$ cat config.mk
export PLATFORM = sky130hd
export DESIGN_NAME = cmos_deadtime_ctrl
export DESIGN_NICKNAME = d
export VERILOG_FILES = /design/src/rtl/cmos_deadtime_ctrl.sv
export SDC_FILE = /design/constraint.sdc
export NUM_CORES = 1
export LEC_CHECK = 0
export ABC_AREA = 1
export ABC_CLOCK_PERIOD_IN_PS = 1600
export BUFFER_PORTS_ARGS = -buffer_cell sky130_fd_sc_hd__clkbuf_2
export CORE_UTILIZATION = 36
export DETAILED_ROUTE_END_ITERATION = 6
export GPL_TIMING_DRIVEN = 0
export PLACE_DENSITY_LB_ADDON = 0.05
export SYNTH_ARGS = -nofsm -noshare
export SYNTH_HDL_FRONTEND = slang
export SYNTH_SLANG_ARGS = --single-unit
$ cat constraint.sdc
create_clock -name clk -period 1.6 [get_ports clk]
set_input_delay 0.24 -clock clk [delete_from_list [all_inputs] [get_ports clk]]
set_output_delay 0.24 -clock clk [all_outputs]
set_load 0.01 [all_outputs]
$ cat src/rtl/cmos_deadtime_ctrl.sv
// cmos_deadtime_ctrl: break-before-make gate sequencer for a pmos/nmos output stage
module cmos_deadtime_ctrl #(
  parameter int DT_W = 4,
  parameter int CNT_W = 8
) (
  input  logic             clk,
  input  logic             rst,
  input  logic             en,
  input  logic             cmd,
  input  logic [DT_W-1:0]  dead_cycles,
  output logic             pmos_gate,
  output logic             nmos_gate,
  output logic             drive_on,
  output logic             busy,
  output logic [CNT_W-1:0] trans_cnt
);
  localparam logic [1:0] OFF = 2'd0, DEAD = 2'd1, HIGH = 2'd2, LOW = 2'd3;
  logic [1:0] state;
  logic target;
  logic [DT_W-1:0] dcnt;
  always_ff @(posedge clk) begin
    if (rst) begin
      state <= OFF;
      dcnt <= '0;
      target <= 1'b0;
      trans_cnt <= '0;
    end else begin
      case (state)
        OFF: if (en) begin
          state <= DEAD;
          dcnt <= dead_cycles;
          target <= cmd;
        end
        DEAD: if (!en) state <= OFF;
        else if (dcnt != '0) begin
          dcnt <= dcnt - 1'b1;
          if (target != cmd) target <= cmd;
        end else begin
          state <= cmd ? HIGH : LOW;
          if (trans_cnt != '1) trans_cnt <= trans_cnt + 1'b1;
        end
        HIGH: if (!en) state <= OFF;
        else if (!cmd) begin
          state <= DEAD;
          dcnt <= dead_cycles;
        end
        default: if (!en) state <= OFF;
        else if (cmd) begin
          state <= DEAD;
          dcnt <= dead_cycles;
        end
      endcase
    end
  end
  assign pmos_gate = state != HIGH;
  assign nmos_gate = state == LOW;
  assign drive_on = state == HIGH || state == LOW;
  assign busy = state == DEAD;
endmodule
==> results.txt, run 1 <==
The maximum number of pins on one net before global-route repair came out at 11. The maximum buffer depth of the clock tree is 2. After clock tree synthesis, the flow added hold-fix buffers numbering 0. The cell count after synthesis came out at 141. The number of distinct standard cells referenced by the synthesized netlist came out at 19. The number of global-route vias before repair is 764. The maximum clock rate is 0.651 GHz.

The per-cell via count in the routed design came out at 4.64. The final hold violation count came out at 0. During placement, the flow inserted port buffers numbering 19. Leaving out fill and tap cells, the most frequent cell in the layout is sky130_fd_sc_hd__nand2_1. The number of slew-limit violations in the final report is 0. STA classifies the critical path startpoint as a flop. The post-route netlist has 24.8% of its cells at a drive strength greater than 1.

The critical path data arrival time is 1.30 ns. In the final routed layout, each cell accounts on average for 9.89 µm. The smallest clock period supported by the final layout is computed as 1.54 ns. The count of max-cap constraint violations came out at 0. The floorplan has 18 rows. The overall power of the completed layout is 1.07 mW. The Yosys step of the flow raised 0 warnings. The floorplan step defined a core boundary enclosing 0.00245 mm². The path class of the tightest hold or removal check is primary input to flop. The utilization after layout came out at 45.7%. Clock-pin slew was measured on the worst setup and hold paths at 0.10 ns. The power per cell area came out at 954 mW/mm². The post-synthesis instance area came out at 927 µm². The analysis attributes to cell leakage a power of 0.534 nW.

The worst slew margin relative to its limit came out at 84.8%. Of the available clock period, the critical path in the final layout requires 96.1%. The all-layer global routing usage came out at 15.5%. The layout overhead on the synthesized area is 21.1%. The number of synthesized register bits came out at 14. The iteration count of the initial detailed-routing pass came out at 4. The number of antenna diodes came out at 0. The routability-driven placement congestion ratio is 0.732. Setup repair after global routing could not meet its margin everywhere.

The instance count after placement with tap cells included came out at 190. The run finished with clean final reports. TritonCTS built the clock tree. The remaining design rule violation count is 0.

The critical path in this run is classified as flop to output pin. The maximum level of the CTS H-tree came out at 1. The placed wire-length estimate is 1500 µm. The number of setup violations in the final report came out at 0.

The number of nets at the end of the flow came out at 182. The routed layout has 904 vias. The slew at the pin closest to its max-slew limit came out at 0.226 ns. The die area came out at 0.00278 mm². The worst-case IR drop observed on VDD is 0.809 mV. The floorplan die width came out at 52.8 µm. At the worst endpoint, the required time is 1.36 ns. The number of nets handed over by synthesis was 157. The total routed wirelength is 1930 µm.

The detailed router finished its first iteration with 26 violations. The number of clock buffers added by TritonCTS is 3. The maximum fanout count along the critical path is 4. The I/O pin count came out at 20.

A synthesized cell averages 6.58 µm². The tree is rooted in a sky130_fd_sc_hd__clkbuf_4. The number of antenna violations at the first check in global routing came out at 0. The final non-filler cell total is 195.

The residual antenna-violating net count after detailed routing is 0. In the layout the commonest cells are sky130_fd_sc_hd__nand2_1 (28), sky130_fd_sc_hd__nor2_1 (24), sky130_fd_sc_hd__clkbuf_2 (18). The global-route wire length before repair came out at 3200 µm. The number of sinks on the clock net is 14.

The clock insertion delay at the later pin of the skew report is 0.28 ns. For flop-to-flop paths, the worst setup slack is 0.14 ns. The floorplan die height came out at 52.8 µm. The overflow left after global routing came out at 0. Adding up every negative setup slack in the final design gives 0 ns.

The initial core utilization came out at 37.8%. STA classifies the critical path endpoint as an output pin. Sequential cells were found to cover 30.2% of the synthesized design area. The setup skew after layout came out at 0.00994 ns.
cells by family (layout without fill, tap and decap cells):
group                    Yosys count  in the layout  synth area share, %
flip-flops                        14             14                 30.2
buffers and inverters             20             44                 8.77
adder cells (fa/ha/maj)            8              8                 10.8
AO/OA/AOI/OAI                     20             20                 11.6
XOR/XNOR                           2              2                 1.89
AND/OR/NAND/NOR                   77             77                 36.7
layer usage:
metal  GRT usage (%)  part of all wire, %  wire length [µm]
met5               0                    0                 0
met4            3.95                 0.78                15
met3            3.48                  2.5                48
met2            24.1                   44               852
met1            21.2                   53              1010
what timing repair did:
action | 4_1_cts | 5_1_grt
gates resized for setup | 1 | 7
setup endpoints to repair | 1 | 14
setup buffers | 1 | 0
report_power, final:
part	switching, mW	total, mW	internal (mW)
Sequential	0.0293	0.415	0.385
Combinational	0.236	0.392	0.157
Clock	0.125	0.263	0.138
Total	0.390	1.07	0.680
cells in the mapped netlist:
cell type                 instances  area, µm²
sky130_fd_sc_hd__nand2_4          1       11.3
sky130_fd_sc_hd__nor2_4           1       11.3
sky130_fd_sc_hd__nand2_1         28        105
sky130_fd_sc_hd__nand3_1         14       70.1
sky130_fd_sc_hd__nor2_1          24       90.1
sky130_fd_sc_hd__o21ai_2          1       8.76
sky130_fd_sc_hd__buf_4            1       7.51
sky130_fd_sc_hd__o21ai_0         11       55.1
sky130_fd_sc_hd__inv_1           18       67.6
sky130_fd_sc_hd__a21oi_2          1       8.76
sky130_fd_sc_hd__xor2_1           2       17.5
sky130_fd_sc_hd__inv_4            1       6.26
sky130_fd_sc_hd__nor3_1           3       15.0
sky130_fd_sc_hd__a21oi_1          7       35.0
sky130_fd_sc_hd__nand2_2          2       12.5
sky130_fd_sc_hd__dfxtp_1         14        280
sky130_fd_sc_hd__nor2_2           2       12.5
sky130_fd_sc_hd__ha_1             8        100
sky130_fd_sc_hd__or2_2            2       12.5
final timing paths:
check,startpoint,end,cells past startpoint
max,state[0]$_SDFFE_PP0P_,drive_on,4
min,rst,dcnt[3]$_SDFFE_PP0P_,2
max reg2reg,state[1]$_SDFFE_PP0P_,trans_cnt[7]$_SDFFE_PP0P_,9
min reg2reg,dcnt[3]$_SDFFE_PP0P_,dcnt[3]$_SDFFE_PP0P_,2
cell type report:
cell class / instances / area [µm²]
Clock buffer: 4 / 36.3
Sequential cell: 14 / 282
Inverter: 19 / 73.8
Fill cell: 277 / 1330
Timing Repair Buffer: 20 / 113
Tap cell: 30 / 37.5
Multi-Input combinational cell: 107 / 573
Buffer: 1 / 7.51
per-stage QoR:
| step | instance area, µm² | worst slack [ns] | hold slack, ns |
|---|---|---|---|
| final | 1120 | 0.0628 | 0.166 |
| after global routing | 1120 | -0.0108 | 0.162 |
| after CTS | 1100 | 0.00615 | 0.156 |
| after detailed placement | 1060 | 0.0323 | 0.473 |
| after global placement | 1060 | 0.0853 | 0.464 |
| after floorplan | 927 | 0.259 | 0.309 |
flip-flops by register name, summed over array words and instances (netlist names):
name	count
trans_cnt	8
dcnt	4
state	2
critical path, cell delays in order (launching register included):
cell	delay [ns]
sky130_fd_sc_hd__dfxtp_2	0.35
sky130_fd_sc_hd__inv_2	0.06
sky130_fd_sc_hd__ha_2	0.19
sky130_fd_sc_hd__or2_2	0.30
sky130_fd_sc_hd__buf_6	0.12
No activity file was read; power rests on OpenSTA's default activity.
==> run 2: changes to the inputs <==
- ABC_CLOCK_PERIOD_IN_PS: 1600 -> 1350
- clock period: 1.6 -> 1.35 ns (I/O delays scaled with it)
==> run 2 against run 1 <==
- the flow now finishes with violations (negative setup slack)
- sequential share of layout area shrank 3.8 points
- combinational power up 76%
- sequential power grew 24%
- critical endpoint unchanged
==> results.txt, run 2 (same netlist as run 1, synthesis figures left out) <==
The clock reaches the later pin of the worst-skew pair after 0.29 ns. The worst setup path is of the flop to output pin kind. The worst register-to-register path ends at trans_cnt[7]$_SDFFE_PP0P_. The final hold violation count is 0. The final critical-path share of the clock period came out at 107%. The setup skew after layout came out at 0.00998 ns. For this run, the post-layout net count is 188. For the finished layout, the period the worst path requires is 1.44 ns. The number of global-route vias before repair is 810. In this run the static leakage power is 0.596 nW.

The iteration count of the initial detailed-routing pass came out at 4. The number of cells on the worst hold path came out at 2. From synthesis to final layout, the design area changed by 47.0%. The count of max-cap constraint violations came out at 0. The layout cell share with drive strength beyond 1 came out at 44.4%. The overflow left after global routing is 0. The maximum buffer depth of the clock tree came out at 2. The residual antenna-violating net count after detailed routing came out at 0. Once placement finished, the instance area stood at 0.00106 mm². The maximum level of the CTS H-tree is 1. The critical hold path startpoint is rst.

The maximum clock rate came out at 0.692 GHz. Across the VDD grid, the largest voltage drop is 0.731 mV. The die covers 0.00278 mm². The I/O pin count came out at 20. The most flop-heavy register is trans_cnt. The number of slew-limit violations in the final report came out at 0. The minimum setup slack in the final design is -0.0942 ns.

For this run, design rule violations remaining after detail routing come to 0. TritonCTS built the clock tree. STA puts the critical path data required time at 1.15 ns.

The number of antenna violations at the first check in global routing came to 0. Leaving out fill and tap cells, the most frequent cell in the layout is sky130_fd_sc_hd__nand2_1. Once placement completed, the tool counted placed cells totaling 190. The min-delay analysis places its worst path in the category primary input to flop.

The all-layer global routing usage came out at 16.9%. The checks that failed: negative setup slack. After clock tree synthesis, the clock-pin slew on the worst setup and hold paths is 0.10 ns. After routing the design area is 0.00136 mm².

The floorplan die width is 52.8 µm. The detailed-route via count is 968. After detailed routing, the number of vias per cell comes to 4.82.

The overall power of the completed layout is 1.52 mW. The slew at the pin closest to its max-slew limit came out at 0.228 ns. The global-route wire length before repair came out at 3460 µm. Setup violations remaining at the end of the flow were counted as 4. The largest registers in the layout are trans_cnt (8), dcnt (4), state (2). The initial DRC count came out at 11. The flow ran to the end, but the final reports show violations.

After the flow finishes, the layout carries non-filler instances totaling 201. The maximum number of pins on one net before global-route repair is 11. The worst slew margin relative to its limit came out at 84.7%. The placed wire-length estimate is 1500 µm. The source of the worst register-to-register timing path is state[0]$_SDFFE_PP0P_. STA classifies the critical path endpoint as an output pin. The post-cts hold buffer count is 0. The power per cell area is 1120 mW/mm².

Setup repair after global routing could not meet its margin everywhere. Leaving out fill and tap cells, the most frequent cells in the layout are sky130_fd_sc_hd__nand2_1 (26), sky130_fd_sc_hd__nor2_1 (22), sky130_fd_sc_hd__clkbuf_2 (19). The number of antenna diodes is 0. The critical path data arrival time is 1.24 ns. The maximum fanout count along the critical path came out at 3. For hold timing, the worst endpoint is dcnt[3]$_SDFFE_PP0P_.

The kind of launch point of the worst setup path is a flop. The number of flip-flops under the largest register name is 8. In this run the clock root is driven by a sky130_fd_sc_hd__clkbuf_4. The area used by sequential logic in the layout is 290 µm². The multi-input logic area is 749 µm². The number of buffers inserted during clock tree synthesis is 3. The number of filler instances in the final layout came out at 241. The floorplan die height is 52.8 µm. The number of cell instances on the worst register-to-register path is 9. The number of port buffers came out at 19. For this configuration, the core starts out at a cell density of 37.8%. The standard-cell row count is 18. The register-to-register setup slack came out at -0.04 ns. The number of sinks on the clock net is 14. The area inside the core boundary is 0.00245 mm².

The total routed wirelength is 2160 µm. The routability-driven placement congestion ratio came out at 0.732. The total negative slack for setup checks came out at -0.153 ns. The final routed wire length divided by cell count came out at 10.7 µm.
## run 2: timing repair
item	CTS	global route
gates cloned	0	0
pin swaps	4	13
endpoints found under the hold margin	0	0
resized for setup	24	35
setup buffers	3	4
setup endpoints to repair	15	15
## run 2: worst max path at each step
stage | cells after the start | slack, ns | startpoint | endpoint
floorplan | 9 | 0.009 | state[1]$_SDFFE_PP0P_ | trans_cnt[7]$_SDFFE_PP0P_
global placement | 9 | -0.16 | state[1]$_SDFFE_PP0P_ | trans_cnt[7]$_SDFFE_PP0P_
detailed placement | 7 | -0.22 | state[1]$_SDFFE_PP0P_ | dcnt[2]$_SDFFE_PP0P_
CTS | 4 | -0.10 | state[0]$_SDFFE_PP0P_ | drive_on
global route | 4 | -0.13 | state[0]$_SDFFE_PP0P_ | drive_on
finish | 4 | -0.09 | state[0]$_SDFFE_PP0P_ | drive_on
## run 2: layout make-up
| cell class | instances | share of cell area, % |
|---|---|---|
| plain buffers | 1 | 0.551 |
| clock buffers | 4 | 2.66 |
| inverters | 19 | 6.06 |
| multi-input cells | 107 | 55.0 |
| flip-flops and latches | 14 | 21.3 |
| well taps | 30 | 2.75 |
| repair buffers | 26 | 11.7 |
## run 2: report_power, final
group	internal, mW	total, mW	switching, mW
Clock	0.164	0.319	0.155
Sequential	0.462	0.514	0.0524
Combinational	0.307	0.689	0.382
## run 2: per-stage QoR
step / setup slack, ns / hold slack [ns] / utilization, %
CTS: -0.104 / 0.119 / 48.9
finish: -0.0942 / 0.129 / 55.5
global route: -0.130 / 0.129 / 55.5
detailed placement: -0.218 / 0.436 / 43.2
floorplan: 0.00890 / 0.272 / -
global placement: -0.165 / 0.427 / 43.2
## run 2: worst max-delay path, cell delays in order, from the launching register on
cell                       delay (ns)
sky130_fd_sc_hd__dfxtp_4         0.37
sky130_fd_sc_hd__buf_6           0.12
sky130_fd_sc_hd__ha_4            0.14
sky130_fd_sc_hd__or2_4           0.21
sky130_fd_sc_hd__clkbuf_2        0.12
## run 2: layer usage
| layer | routed length (µm) | track usage (%) |
|---|---|---|
| met1 | 1020 | 22.1 |
| met2 | 1060 | 27.8 |
| met3 | 58 | 3.48 |
| met4 | 15 | 3.95 |
| met5 | 0 | 0 |
